[config.mk]
export PLATFORM = sky130hd
export DESIGN_NAME = lpc_host_flat
export DESIGN_NICKNAME = d
export VERILOG_FILES = /design/src/rtl/lpc_host_if.sv /design/src/rtl/lpc_host.sv /design/src/flat_wrapper.sv
export SDC_FILE = /design/constraint.sdc
export NUM_CORES = 1
export LEC_CHECK = 0
export ABC_AREA = 0
export CORE_ASPECT_RATIO = 1.25
export CORE_UTILIZATION = 50
export DETAILED_ROUTE_END_ITERATION = 6
export HOLD_SLACK_MARGIN = 0.05
export PLACE_DENSITY = 0.76
export SYNTH_ARGS = -nofsm -noshare
export SYNTH_HDL_FRONTEND = slang
export SYNTH_SLANG_ARGS = --single-unit
[constraint.sdc]
create_clock -name LPC_CLK -period 2.8 [get_ports LPC_CLK]
set_input_delay 0.84 -clock LPC_CLK [delete_from_list [all_inputs] [get_ports LPC_CLK]]
set_output_delay 0.84 -clock LPC_CLK [all_outputs]
set_load 0.005 [all_outputs]
[src/rtl/lpc_host_if.sv]
// Request/response and LPC pin bundle for lpc_host.
// master is the host's view; slave is the requester plus the LPC target.
interface lpc_host_if;
   logic        req_valid;
   logic        req_ready;
   logic        req_write;
   logic [15:0] req_addr;
   logic [7:0]  req_wdata;
   logic        resp_valid;
   logic [7:0]  resp_rdata;
   logic        resp_error;
   logic        resp_timeout;
   logic        LPC_FRAME;
   logic [3:0]  LPC_LAD_OUT;
   logic        LPC_LAD_OE;
   logic [3:0]  LPC_LAD_IN;

   modport master (
      input  req_valid, req_write, req_addr, req_wdata, LPC_LAD_IN,
      output req_ready, resp_valid, resp_rdata, resp_error, resp_timeout,
             LPC_FRAME, LPC_LAD_OUT, LPC_LAD_OE
   );

   modport slave (
      output req_valid, req_write, req_addr, req_wdata, LPC_LAD_IN,
      input  req_ready, resp_valid, resp_rdata, resp_error, resp_timeout,
             LPC_FRAME, LPC_LAD_OUT, LPC_LAD_OE
   );
endinterface

[src/rtl/lpc_host.sv]
// LPC initiator for single-byte I/O read/write cycles with wait, error-SYNC
// and no-response abort handling. All pin outputs are registered.
module lpc_host #(
   parameter int SYNC_TIMEOUT = 8,
   parameter int LONG_TIMEOUT = 255,
   parameter int ABORT_CYCLES = 4
) (
   input  logic       LPC_CLK,
   input  logic       LPC_RST,
   lpc_host_if.master lpc
);
   localparam logic [8:0] SYNC_LIM   = 9'(SYNC_TIMEOUT);
   localparam logic [8:0] LONG_LIM   = 9'(LONG_TIMEOUT);
   localparam logic [7:0] ABORT_LAST = 8'(ABORT_CYCLES - 1);

   typedef enum logic [4:0] {
      S_IDLE, S_START, S_CYCTYPE, S_ADDR3, S_ADDR2, S_ADDR1, S_ADDR0,
      S_WDATA0, S_WDATA1, S_TAR_H, S_TAR_F, S_SYNC, S_RDATA0, S_RDATA1,
      S_TAR_T1, S_TAR_T2, S_DONE, S_ABORT, S_ABORT_END
   } state_t;

   state_t      state_q, state_d;
   logic        write_q, write_d;
   logic [15:0] addr_q, addr_d;
   logic [7:0]  wdata_q, wdata_d;
   logic [7:0]  rdata_q, rdata_d;
   logic        err_q, err_d;
   logic        to_q, to_d;
   logic [8:0]  wait_cnt_q, wait_cnt_d;
   logic        wait_long_q, wait_long_d;
   logic [7:0]  abort_cnt_q, abort_cnt_d;
   logic        frame_q, frame_d;
   logic [3:0]  lad_out_q, lad_out_d;
   logic        lad_oe_q, lad_oe_d;
   logic        req_ready_q, req_ready_d;
   logic        resp_valid_q, resp_valid_d;
   logic [7:0]  resp_rdata_q, resp_rdata_d;
   logic        resp_error_q, resp_error_d;
   logic        resp_timeout_q, resp_timeout_d;
   logic        sync_long;
   logic [8:0]  cnt_next;

   always_comb begin
      state_d        = state_q;
      write_d        = write_q;
      addr_d         = addr_q;
      wdata_d        = wdata_q;
      rdata_d        = rdata_q;
      err_d          = err_q;
      to_d           = to_q;
      wait_cnt_d     = wait_cnt_q;
      wait_long_d    = wait_long_q;
      abort_cnt_d    = abort_cnt_q;
      resp_rdata_d   = resp_rdata_q;
      resp_error_d   = resp_error_q;
      resp_timeout_d = resp_timeout_q;
      resp_valid_d   = 1'b0;
      sync_long      = (lpc.LPC_LAD_IN == 4'b0110);
      // A change between short and long wait restarts the run count.
      cnt_next       = (sync_long == wait_long_q) ? wait_cnt_q + 9'd1 : 9'd1;

      case (state_q)
         S_IDLE: begin
            if (lpc.req_valid) begin
               write_d = lpc.req_write;
               addr_d  = lpc.req_addr;
               wdata_d = lpc.req_wdata;
               err_d   = 1'b0;
               to_d    = 1'b0;
               state_d = S_START;
            end
         end
         S_START:   state_d = S_CYCTYPE;
         S_CYCTYPE: state_d = S_ADDR3;
         S_ADDR3:   state_d = S_ADDR2;
         S_ADDR2:   state_d = S_ADDR1;
         S_ADDR1:   state_d = S_ADDR0;
         S_ADDR0:   state_d = write_q ? S_WDATA0 : S_TAR_H;
         S_WDATA0:  state_d = S_WDATA1;
         S_WDATA1:  state_d = S_TAR_H;
         S_TAR_H:   state_d = S_TAR_F;
         S_TAR_F: begin
            wait_cnt_d  = 9'd0;
            wait_long_d = 1'b0;
            state_d     = S_SYNC;
         end
         S_SYNC: begin
            if (lpc.LPC_LAD_IN == 4'b0000 || lpc.LPC_LAD_IN == 4'b1010) begin
               err_d   = err_q | (lpc.LPC_LAD_IN == 4'b1010);
               state_d = write_q ? S_TAR_T1 : S_RDATA0;
            end else begin
               wait_cnt_d  = cnt_next;
               wait_long_d = sync_long;
               if (cnt_next >= (sync_long ? LONG_LIM : SYNC_LIM)) begin
                  to_d        = 1'b1;
                  abort_cnt_d = 8'd0;
                  state_d     = S_ABORT;
               end
            end
         end
         S_RDATA0: begin
            rdata_d[3:0] = lpc.LPC_LAD_IN;
            state_d      = S_RDATA1;
         end
         S_RDATA1: begin
            rdata_d[7:4] = lpc.LPC_LAD_IN;
            state_d      = S_TAR_T1;
         end
         S_TAR_T1:  state_d = S_TAR_T2;
         S_TAR_T2:  state_d = S_DONE;
         S_DONE:    state_d = S_IDLE;
         S_ABORT: begin
            if (abort_cnt_q == ABORT_LAST) state_d = S_ABORT_END;
            else abort_cnt_d = abort_cnt_q + 8'd1;
         end
         S_ABORT_END: state_d = S_DONE;
         default:     state_d = S_IDLE;
      endcase

      // Pin values are derived from the next state so they change with it.
      frame_d     = !(state_d == S_START || state_d == S_ABORT);
      req_ready_d = (state_d == S_IDLE);
      lad_oe_d    = 1'b0;
      lad_out_d   = 4'hF;
      case (state_d)
         S_START:   begin lad_oe_d = 1'b1; lad_out_d = 4'h0;                          end
         S_CYCTYPE: begin lad_oe_d = 1'b1; lad_out_d = write_d ? 4'b0010 : 4'b0000;   end
         S_ADDR3:   begin lad_oe_d = 1'b1; lad_out_d = addr_d[15:12];                 end
         S_ADDR2:   begin lad_oe_d = 1'b1; lad_out_d = addr_d[11:8];                  end
         S_ADDR1:   begin lad_oe_d = 1'b1; lad_out_d = addr_d[7:4];                   end
         S_ADDR0:   begin lad_oe_d = 1'b1; lad_out_d = addr_d[3:0];                   end
         S_WDATA0:  begin lad_oe_d = 1'b1; lad_out_d = wdata_d[3:0];                  end
         S_WDATA1:  begin lad_oe_d = 1'b1; lad_out_d = wdata_d[7:4];                  end
         S_TAR_H:   begin lad_oe_d = 1'b1; lad_out_d = 4'hF;                          end
         S_ABORT:   begin lad_oe_d = 1'b1; lad_out_d = 4'hF;                          end
         default:   begin lad_oe_d = 1'b0; lad_out_d = 4'hF;                          end
      endcase

      if (state_d == S_DONE) begin
         resp_valid_d   = 1'b1;
         resp_error_d   = err_d | to_d;
         resp_timeout_d = to_d;
         if (!write_d && !to_d) resp_rdata_d = rdata_d;
      end
   end

   always_ff @(posedge LPC_CLK or negedge LPC_RST) begin
      if (!LPC_RST) begin
         state_q        <= S_IDLE;
         write_q        <= 1'b0;
         addr_q         <= 16'h0000;
         wdata_q        <= 8'h00;
         rdata_q        <= 8'h00;
         err_q          <= 1'b0;
         to_q           <= 1'b0;
         wait_cnt_q     <= 9'd0;
         wait_long_q    <= 1'b0;
         abort_cnt_q    <= 8'd0;
         frame_q        <= 1'b1;
         lad_out_q      <= 4'hF;
         lad_oe_q       <= 1'b0;
         req_ready_q    <= 1'b1;
         resp_valid_q   <= 1'b0;
         resp_rdata_q   <= 8'h00;
         resp_error_q   <= 1'b0;
         resp_timeout_q <= 1'b0;
      end else begin
         state_q        <= state_d;
         write_q        <= write_d;
         addr_q         <= addr_d;
         wdata_q        <= wdata_d;
         rdata_q        <= rdata_d;
         err_q          <= err_d;
         to_q           <= to_d;
         wait_cnt_q     <= wait_cnt_d;
         wait_long_q    <= wait_long_d;
         abort_cnt_q    <= abort_cnt_d;
         frame_q        <= frame_d;
         lad_out_q      <= lad_out_d;
         lad_oe_q       <= lad_oe_d;
         req_ready_q    <= req_ready_d;
         resp_valid_q   <= resp_valid_d;
         resp_rdata_q   <= resp_rdata_d;
         resp_error_q   <= resp_error_d;
         resp_timeout_q <= resp_timeout_d;
      end
   end

   assign lpc.req_ready    = req_ready_q;
   assign lpc.resp_valid   = resp_valid_q;
   assign lpc.resp_rdata   = resp_rdata_q;
   assign lpc.resp_error   = resp_error_q;
   assign lpc.resp_timeout = resp_timeout_q;
   assign lpc.LPC_FRAME    = frame_q;
   assign lpc.LPC_LAD_OUT  = lad_out_q;
   assign lpc.LPC_LAD_OE   = lad_oe_q;
endmodule

[src/flat_wrapper.sv]
// flat-port wrapper written by rule: the top's interface ports become plain ports
module lpc_host_flat 
#(
   parameter int SYNC_TIMEOUT = 8,
   parameter int LONG_TIMEOUT = 255,
   parameter int ABORT_CYCLES = 4
)
  (LPC_CLK, LPC_RST, lpc_req_valid, lpc_req_write, lpc_req_addr, lpc_req_wdata, lpc_LPC_LAD_IN, lpc_req_ready, lpc_resp_valid, lpc_resp_rdata, lpc_resp_error, lpc_resp_timeout, lpc_LPC_FRAME, lpc_LPC_LAD_OUT, lpc_LPC_LAD_OE);
  lpc_host_if lpc_i ();
  input  logic LPC_CLK;
  input  logic LPC_RST;
  input wire logic [$bits(lpc_i.req_valid)-1:0] lpc_req_valid;
  input wire logic [$bits(lpc_i.req_write)-1:0] lpc_req_write;
  input wire logic [$bits(lpc_i.req_addr)-1:0] lpc_req_addr;
  input wire logic [$bits(lpc_i.req_wdata)-1:0] lpc_req_wdata;
  input wire logic [$bits(lpc_i.LPC_LAD_IN)-1:0] lpc_LPC_LAD_IN;
  output wire logic [$bits(lpc_i.req_ready)-1:0] lpc_req_ready;
  output wire logic [$bits(lpc_i.resp_valid)-1:0] lpc_resp_valid;
  output wire logic [$bits(lpc_i.resp_rdata)-1:0] lpc_resp_rdata;
  output wire logic [$bits(lpc_i.resp_error)-1:0] lpc_resp_error;
  output wire logic [$bits(lpc_i.resp_timeout)-1:0] lpc_resp_timeout;
  output wire logic [$bits(lpc_i.LPC_FRAME)-1:0] lpc_LPC_FRAME;
  output wire logic [$bits(lpc_i.LPC_LAD_OUT)-1:0] lpc_LPC_LAD_OUT;
  output wire logic [$bits(lpc_i.LPC_LAD_OE)-1:0] lpc_LPC_LAD_OE;
  assign lpc_i.req_valid = lpc_req_valid;
  assign lpc_i.req_write = lpc_req_write;
  assign lpc_i.req_addr = lpc_req_addr;
  assign lpc_i.req_wdata = lpc_req_wdata;
  assign lpc_i.LPC_LAD_IN = lpc_LPC_LAD_IN;
  assign lpc_req_ready = lpc_i.req_ready;
  assign lpc_resp_valid = lpc_i.resp_valid;
  assign lpc_resp_rdata = lpc_i.resp_rdata;
  assign lpc_resp_error = lpc_i.resp_error;
  assign lpc_resp_timeout = lpc_i.resp_timeout;
  assign lpc_LPC_FRAME = lpc_i.LPC_FRAME;
  assign lpc_LPC_LAD_OUT = lpc_i.LPC_LAD_OUT;
  assign lpc_LPC_LAD_OE = lpc_i.LPC_LAD_OE;
  lpc_host #(.SYNC_TIMEOUT(SYNC_TIMEOUT), .LONG_TIMEOUT(LONG_TIMEOUT), .ABORT_CYCLES(ABORT_CYCLES)) u_core (.LPC_CLK(LPC_CLK), .LPC_RST(LPC_RST), .lpc(lpc_i));
endmodule
; Word level (Yosys, flattened, before mapping)
; Cells that the tools add are included.
[totals]
reg_bits = 76
out_inout_bits = 18
word_cells = 110
[classes]
addsub = 2
magnitude_cmp = 1
eq_ne = 35
n_mux = 36
n_bitwise = 2
reduce_logical = 16
[ops]
columns = cell, n
row1 = 5-bit one-hot mux with 17 select lines, 1
row2 = 5-bit by 4-bit equality test with 1-bit output (second input constant), 10
row3 = 8-bit two-way mux, 6
row4 = 5-bit by 3-bit equality test with 1-bit output (second input constant), 8
row5 = 16-bit two-way mux, 2
row6 = 4-bit one-hot mux with 8 select lines, 1
row7 = 5-bit by 2-bit equality test with 1-bit output (second input constant), 4
row8 = 5-bit equality test (second input constant), 4
row9 = 5-bit two-way mux, 4
row10 = 9-bit two-way mux, 2
row11 = 9-bit one-hot mux with 2 select lines, 1
row12 = 8-bit one-hot mux with 2 select lines, 1
row13 = 4-bit two-way mux, 3
row14 = 5-bit by 1-bit equality test with 1-bit output (second input constant), 2
row15 = 5-bit zero test, 2
row16 = 1-bit two-way mux, 10
row17 = 10-bit OR reduction, 1
row18 = 9-bit by 1-bit adder with 9-bit output (second input constant), 1
row19 = 9-bit greater-or-equal comparator, 1
row20 = 8-bit by 1-bit adder with 8-bit output (second input constant), 1
row21 = 8-bit by 2-bit equality test with 1-bit output (second input constant), 1
row22 = 1-bit one-hot mux with 2 select lines, 3
row23 = 4-bit by 3-bit equality test with 1-bit output (second input constant), 1
row24 = 4-bit equality test (second input constant), 1
row25 = 13 further kinds, 21

; Longest topological paths before layout
; Gate-level depths: netlist (run 1).
[depth]
ltp_word = 10
mapped_depth = 13

; Least setup slack after synthesis (run 1)
; Ideal clock, no wire load.
[synth_timing]
path_type = input to register
start = input port lpc_LPC_LAD_IN[3]
end = register u_core.abort_cnt_q[7]
arrival_ns = 3.255
required_time_ns = 2.666
slack_ns = -0.589
path_stages = 11
cell_sequence = and4bb_4 > xnor2_1 > nor2_1 > ha_1 > and3_1 > nand4_1 > o31ai_1 > nor4_2 > buf_4 > o41ai_1 > a21oi_1
[synth_via]
elab_chain_cells = 6
[synth_rtl]
columns = item, line_no
row1 = start: declaration, flat_wrapper.sv:16  ; input wire logic [$bits(lpc_i.LPC_LAD_IN)-1:0] lpc_LPC_LAD_IN;
row2 = 4-bit by 3-bit equality test with 1-bit output, lpc_host.sv:58  ; sync_long = (lpc.LPC_LAD_IN == 4'b0110);
row3 = 1-bit equality test, lpc_host.sv:60  ; cnt_next = (sync_long == wait_long_q) ? wait_cnt_q + 9'd1 : 9'd1;
row4 = 9-bit two-way mux, lpc_host.sv:60
row5 = 9-bit greater-or-equal comparator, lpc_host.sv:94  ; if (cnt_next >= (sync_long ? LONG_LIM : SYNC_LIM)) begin
row6 = 2-bit by 1-bit != test with 1-bit output (no source line), -
row7 = 4-bit AND reduction (no source line) *, -
row8 = end signal: assignment, lpc_host.sv:177  ; abort_cnt_q <= abort_cnt_d;
row9 = end: declaration, lpc_host.sv:31  ; logic [7:0] abort_cnt_q, abort_cnt_d;
; Every way passes the cells marked *; elsewhere a longest branch is shown, timed or not.
; A chain may end at the register's enable or synchronous reset.

; Worst setup path in the final report (run 1)
[layout_timing]
start = input port lpc_LPC_LAD_IN[3]
end = register u_core.abort_cnt_q[2]
; The elaborated chain is that of the path after synthesis.

==> results of run 1 <==
==> report_power, final <==
| group | switching, uW | internal [uW] |
|---|---|---|
| sequential | 255 | 1570 |
| combinational | 1310 | 1450 |
| clock | 416 | 526 |
| total | 1980 | 3550 |
==> through the flow <==
| step | TNS (ps) | area (um2) | power, uW | hold WS [ps] |
|---|---|---|---|---|
| floorplan | -7520 | 3930 | 3190 | 465 |
| global placement | -20800 | 4870 | 4030 | 476 |
| detailed placement | -22770 | 4870 | 4130 | 482 |
| CTS | -6780 | 5330 | 5260 | 502 |
| global route | -12760 | 5570 | 5850 | 515 |
| finish | -11370 | 5570 | 5530 | 499 |
==> cells in the final DEF, fill, tap and decap left out, types with 6 or more instances in the layout <==
| cell | synthesis | final |
|---|---|---|
| a21oi_1 | 13 | 11 |
| a22oi_1 | 6 | 6 |
| and3_1 | 9 | 7 |
| buf_4 | 2 | 71 |
| buf_6 | 0 | 10 |
| clkbuf_8 | 0 | 10 |
| clkdlybuf4s50_1 | 0 | 44 |
| dfrtp_1 | 70 | 70 |
| dfstp_2 | 6 | 6 |
| inv_1 | 8 | 7 |
| mux2_2 | 40 | 40 |
| nand2_1 | 14 | 14 |
| nand2b_1 | 7 | 7 |
| nand3_1 | 12 | 10 |
| nor2_1 | 27 | 20 |
| nor2_2 | 0 | 6 |
| nor2b_1 | 6 | 6 |
| o21ai_0 | 16 | 14 |
| o31ai_1 | 10 | 6 |
==> sequential cells by signal, indices dropped and copies added (netlist names), 4 cells and up <==
| name | count |
|---|---|
| u_core.state_q | 5 |
| u_core.rdata_q | 8 |
| u_core.lpc.resp_rdata | 8 |
| u_core.addr_q | 16 |
| u_core.wait_cnt_q | 9 |
| u_core.abort_cnt_q | 8 |
| u_core.wdata_q | 8 |
| u_core.lpc.LPC_LAD_OUT | 4 |
==> timing repair <==
action / CTS / global route
gates cloned: 1 / 0
pin swaps: 31 / 37
resized for setup: 30 / 33
buffers inserted: 21 / 10
endpoints found under the setup margin: 21 / 22
==> final timing paths <==
kind	startpoint	to	slack, ps	cells past startpoint
min in group LPC_CLK	u_core.rdata_q[7]$_DFF_PN0_	u_core.rdata_q[7]$_DFF_PN0_	500	1
worst max register to register	u_core.wait_cnt_q[1]$_DFFE_PN0P_	u_core.abort_cnt_q[2]$_DFFE_PN0P_	-600	16
worst min register to register	u_core.rdata_q[7]$_DFF_PN0_	u_core.rdata_q[7]$_DFF_PN0_	500	1
worst max-delay path	lpc_LPC_LAD_IN[3]	u_core.abort_cnt_q[2]$_DFFE_PN0P_	-620	15
worst min-delay path	LPC_RST	u_core.addr_q[7]$_DFF_PN0_	500	2
max in group asynchronous	LPC_RST	u_core.lpc.LPC_FRAME$_DFF_PN1_	1940	2
==> layout make-up <==
cell class | count | share of cell area
Tap cell | 92 | 0.0207
Inverter | 9 | 0.00652
Clock inverter | 5 | 0.0153
Timing Repair Buffer | 130 | 0.205
Clock buffer | 10 | 0.0247
Multi-Input combinational cell | 255 | 0.385
Sequential cell | 76 | 0.343
==> kinds of logic after synthesis <==
kind of cell	Yosys count	share of synthesized area
flip-flops	76	0.491
AO/OA/AOI/OAI	78	0.143
buffers and inverters	24	0.0267
XOR/XNOR	10	0.0225
multiplexers	44	0.126
adder cells (fa/ha/maj)	8	0.0257
AND/OR/NAND/NOR	114	0.166
==> worst max-delay path, stage by stage <==
cell	delay (ps)
buf_6	90
and4bb_4	390
xnor2_4	180
nor2_1	90
ha_1	330
and3_4	230
buf_6	100
buf_4	90
o211ai_1	160
a211oi_4	350
buf_4	190
buf_6	100
nor4_4	50
or3_1	350
a21oi_1	150
==> cells in the mapped netlist (5+ instances only) <==
cell      number  area share
a21oi_1       13       0.017
clkbuf_1       9      0.0087
inv_1          8      0.0077
nand2_1       14       0.014
nand2b_1       7       0.011
dfrtp_1       70        0.45
a22oi_1        6       0.012
dfstp_2        6       0.041
xnor2_1        7       0.016
o31ai_1       10       0.019
o21ai_0       16       0.021
nor2b_1        6      0.0096
nand3_1       12       0.015
mux2_2        40        0.12
ha_1           8       0.026
and3_1         9       0.014
nor2_1        27       0.026
or3_1          5      0.0080
==> per-layer routing <==
metal / share of wire / up-vias
met2: 0.53 / 126
li1: - / 1577
met4: 0.034 / 0
met5: 0 / -
met3: 0.048 / 32
met1: 0.39 / 1725
==> impl_metrics.tcl, run 1 <==
set metrics [dict create \
    status "finished with violations" \
    violations "negative setup slack" \
    syn_to_final_growth_pct 43.0 \
    cts-root-buf "clkbuf_8" \
    grt_max_degree 77 \
    num_rows 35 \
    seq_area_frac_synth 0.491 \
    worstSkewPairLatency_ps 350 \
    multi_input_area_um2 2140 \
    wl_um 10800 \
    cp.arrival_ps 3690 \
    layout.area.seq_um2 1910 \
    yosysWarnings 0 \
    viasPerCell 6.00 \
    async_flop_share 1.00 \
    met1_usage 0.320 \
    ios 50 \
    cts_hold_repair.buffers 0 \
    grt_use_met2 0.464 \
    worstPathRequired_ps 3080 \
    slew_headroom 0.556 \
    grt_first_pass_wirelength_um 16400 \
    hold_viol_final 0 \
    post-route-period-util 1.22 \
    p_per_area_nw_per_um2 993 \
    maxCapViolations 0 \
    ys_types 60 \
    htree_num_levels 3 \
    antenna_cells 0 \
    syn_area_per_cell_um2 11.0 \
    synth-seq-cells 76 \
    rsz0062_at_grt "yes" \
    placedCellCount 533 \
    setup_viol 22 \
    grt_most_used_layer "met2" \
    finalMaxSlewViolations 0 \
    critical_path_class "in -> reg" \
    clk_pin_slew_ps 80 \
    dieArea_um2 8140 \
    place_ws_ps -1300 \
    die_y_um 101 \
    synth.net_count 394 \
    finalNetCount 521 \
    grt-ovfl-total 0 \
    routedWlPerCell_um 18.7 \
    antenna_found_initial 0 \
    tritoncts "yes" \
    start_util 0.523 \
    ys.flop_type "dfrtp_1" \
    grt_util_met3 0.0380 \
    grt_pass1_vias 3418 \
    hold_class "in -> async" \
    fmax_mhz 293 \
    post-dp-hpwl_um 6340 \
    coreArea_um2 7440 \
    finalClockSkew_ps 8.57 \
    drt_first_pass_iters 5 \
    start_kind "primary input" \
    drc 0 \
    die_w_um 80.9 \
    worst_setup_path_end_kind "register" \
    portBuffers 49 \
    synth_edf_count 0 \
    antenna_left 0 \
    period_needed_ps 3420 \
    cts_buffers 9 \
    setup_ws_ps -615 \
    syn-cell-area_um2 3890 \
    finish.utilization 0.748 \
    drive_gt1_frac 0.388 \
    layout.cells.non_filler 577 \
    worst_pin_slew_ps 662 \
    path_max_fanout 6 \
    max-vdd-ir-drop_mv 0.587 \
    gp_congestion 0.833 \
    fillers 481 \
    p_leak_uw 0.00243 \
    first_iter_violations 237 \
    grtUsageTotal 0.268 \
    vias 3460 \
    syn_inst 354 \
    cts_max_path_buffers 2 \
    clock_sinks 76 \
]
Power figures use the tool's default switching activity.
==> run 2, diff against run 1 <==
- CORE_UTILIZATION: 50 -> 55
- CTS_BUF_LIST: default -> sky130_fd_sc_hd__clkbuf_4 sky130_fd_sc_hd__clkbuf_8
- PLACE_DENSITY: 0.76 -> 0.79
- clock period: 2.8 -> 4.3 ns (I/O delays scaled with it)
==> run 2 against run 1 <==
- the flow now finishes without violations
- wire length is 22% lower
- sequential power is 31% lower
- clock skew increased by 0.94 ps
- die area fell by 8.9%
- global-route usage shrank 1.9 points
- utilization decreased by 2.6 points
- critical path depth decreased by 1
- critical path type unchanged
- highest routed layer unchanged
==> impl_metrics.tcl, run 2 (synthesis gave the netlist of run 1 again) <==
set metrics [dict create \
    status "finished, final reports clean" \
    cp.arrival_ps 4400 \
    post-route-period-util 0.961 \
    switching_power_uw 1110 \
    clock_sinks 76 \
    finalClockSkew_ps 9.51 \
    num_rows 33 \
    first_iter_violations 175 \
    crit_slowest_cell "clkdlybuf4s50_1" \
    hold_viol_final 0 \
    grt_util_met3 0.0493 \
    top_register "u_core.addr_q" \
    p_sw_frac 0.359 \
    path_cells "clkdlybuf4s50_1, and4bb_4, xnor2_2, buf_4, nor2_1, ha_1, and3_1, a221oi_2, o31ai_2, buf_4, o31a_1, nor2_1, inv_1, nor3_1" \
    seqPwrFrac 0.406 \
    post_cts_buffers 0 \
    drc 0 \
    routedWlPerCell_um 16.4 \
    drt_first_pass_iters 4 \
    grt-ovfl-total 0 \
    tritoncts "yes" \
    p_int_uw 1980 \
    final_common_cell "dfrtp_1" \
    syn_to_final_growth_pct 24.0 \
    viasPerCell 5.91 \
    placed_area_um2 4600 \
    coreArea_um2 6690 \
    antenna_left 0 \
    hold_class "reg -> reg" \
    start_kind "primary input" \
    gp_congestion 0.815 \
    setup_viol 0 \
    critical_path.max_stage_delay_ps 410 \
    reg_top3 "u_core.addr_q x16, u_core.wait_cnt_q x9" \
    dieArea_um2 7420 \
    maxCapViolations 0 \
    htree_num_levels 3 \
    start_util 0.582 \
    grt_max_degree 41 \
    drive_gt1_frac 0.234 \
    met1_usage 0.306 \
    antenna_cells 0 \
    clk_pin_slew_ps 80 \
    portBuffers 49 \
    wl_um 8430 \
    grt_first_pass_wirelength_um 14200 \
    fmax_mhz 242 \
    worst_pin_slew_ps 878 \
    post-dp-hpwl_um 5980 \
    vias 3045 \
    p_per_area_nw_per_um2 641 \
    worstSkewPairLatency_ps 350 \
    max-vdd-ir-drop_mv 0.401 \
    critical_path_class "in -> reg" \
    fin_area_um2 4830 \
    die_y_um 96.1 \
    ios 50 \
    largest_reg_flops 16 \
    die_w_um 77.2 \
    grtUsageTotal 0.249 \
    grt_pass1_vias 3077 \
    grt_most_used_layer "met2" \
    finalMaxSlewViolations 0 \
    cts_max_path_buffers 2 \
    worst_setup_path_end_kind "register" \
    grt_use_met2 0.427 \
    cts-root-buf "clkbuf_8" \
    cts_buffers 9 \
    finalNetCount 463 \
    slew_headroom 0.415 \
    worstPathRequired_ps 4560 \
    finish.utilization 0.721 \
    path_max_fanout 4 \
    period_needed_ps 4130 \
    antenna_found_initial 0 \
    clkPwrFrac 0.172 \
    p_leak_uw 0.00209 \
    p_comb_frac 0.422 \
    final_cell_mix "dfrtp_1, clkdlybuf4s50_1, mux2_2, nor2_1, buf_4" \
]
-- run 2: changes by cell type in the layout (fill, tap and decap cells not counted), sizes merged --
| cell | previous run | this run |
|---|---|---|
| buf | 86 | 25 |
| bufinv | 2 | 1 |
| clkdlybuf4s50 | 44 | 48 |
| clkinv | 1 | 2 |
| clkinvlp | 1 | 2 |
| nor4 | 5 | 4 |
-- run 2: power by group through the flow --
stage	Sequential [uW]	Combinational (uW)	Clock, uW
2_1_floorplan	1150	917	0
3_3_place_gp	1250	1230	0
3_5_place_dp	1260	1270	0
4_1_cts	1250	1280	547
5_1_grt	1290	1430	582
6_report	1250	1310	532
-- run 2: path summary, 6_finish.rpt --
path / start / end / slack, ps / depth (start not counted)
min reg2reg: u_core.rdata_q[2]$_DFF_PN0_ / u_core.rdata_q[2]$_DFF_PN0_ / 490 / 1
max: lpc_LPC_LAD_IN[3] / u_core.lpc.req_ready$_DFF_PN1_ / 170 / 14
max reg2reg: u_core.wait_cnt_q[0]$_DFFE_PN0P_ / u_core.lpc.req_ready$_DFF_PN1_ / 950 / 14
min: u_core.rdata_q[2]$_DFF_PN0_ / u_core.rdata_q[2]$_DFF_PN0_ / 490 / 1
max in group asynchronous: LPC_RST / u_core.lpc.LPC_LAD_OUT[0]$_DFF_PN1_ / 2250 / 2
min in group asynchronous: LPC_RST / u_core.addr_q[7]$_DFF_PN0_ / 1060 / 1
-- run 2: per-stage QoR --
stage / setup TNS [ps] / instances / hold slack [ps] / total power (uW) / setup WS, ps
6_report: 0 / 515 / 495 / 3090 / 166
2_1_floorplan: 0 / 354 / 465 / 2060 / 461
3_5_place_dp: -2090 / 499 / 482 / 2530 / -236
5_1_grt: -16.5 / 515 / 520 / 3310 / -16.5
4_1_cts: 0 / 515 / 500 / 3080 / 90.7
3_3_place_gp: -816 / 499 / 479 / 2480 / -147
-- run 2: routing by layer --
layer,routed length (um),share of wire,vias up
met5,0,0,-
met4,154,0.018,0
li1,-,-,1465
met3,322,0.038,15
met1,3690,0.44,1489
met2,4260,0.51,76
-- run 2: worst max-delay path: cells and delay by family --
family	cells	cell delay [ps]
and+or+nand+nor	5	1060
buffers and inverters	4	820
AOI/OAI and AO/OA	3	770
xor gates and xnor gates	1	140
adders and majority gates	1	310
-- run 2: cell type report --
cell class	count	area, um2
fillers	504	1860
inverters	9	36.3
well taps	87	109
repair buffers	73	666
multi-input cells	254	1910
flip-flops and latches	76	1910
clock inverters	6	63.8
clock buffers	10	131
-- run 2: what timing repair did --
item | CTS | global route
endpoints found under the setup margin | 0 | 12
resized for setup | 0 | 5
hold buffers | 0 | 0
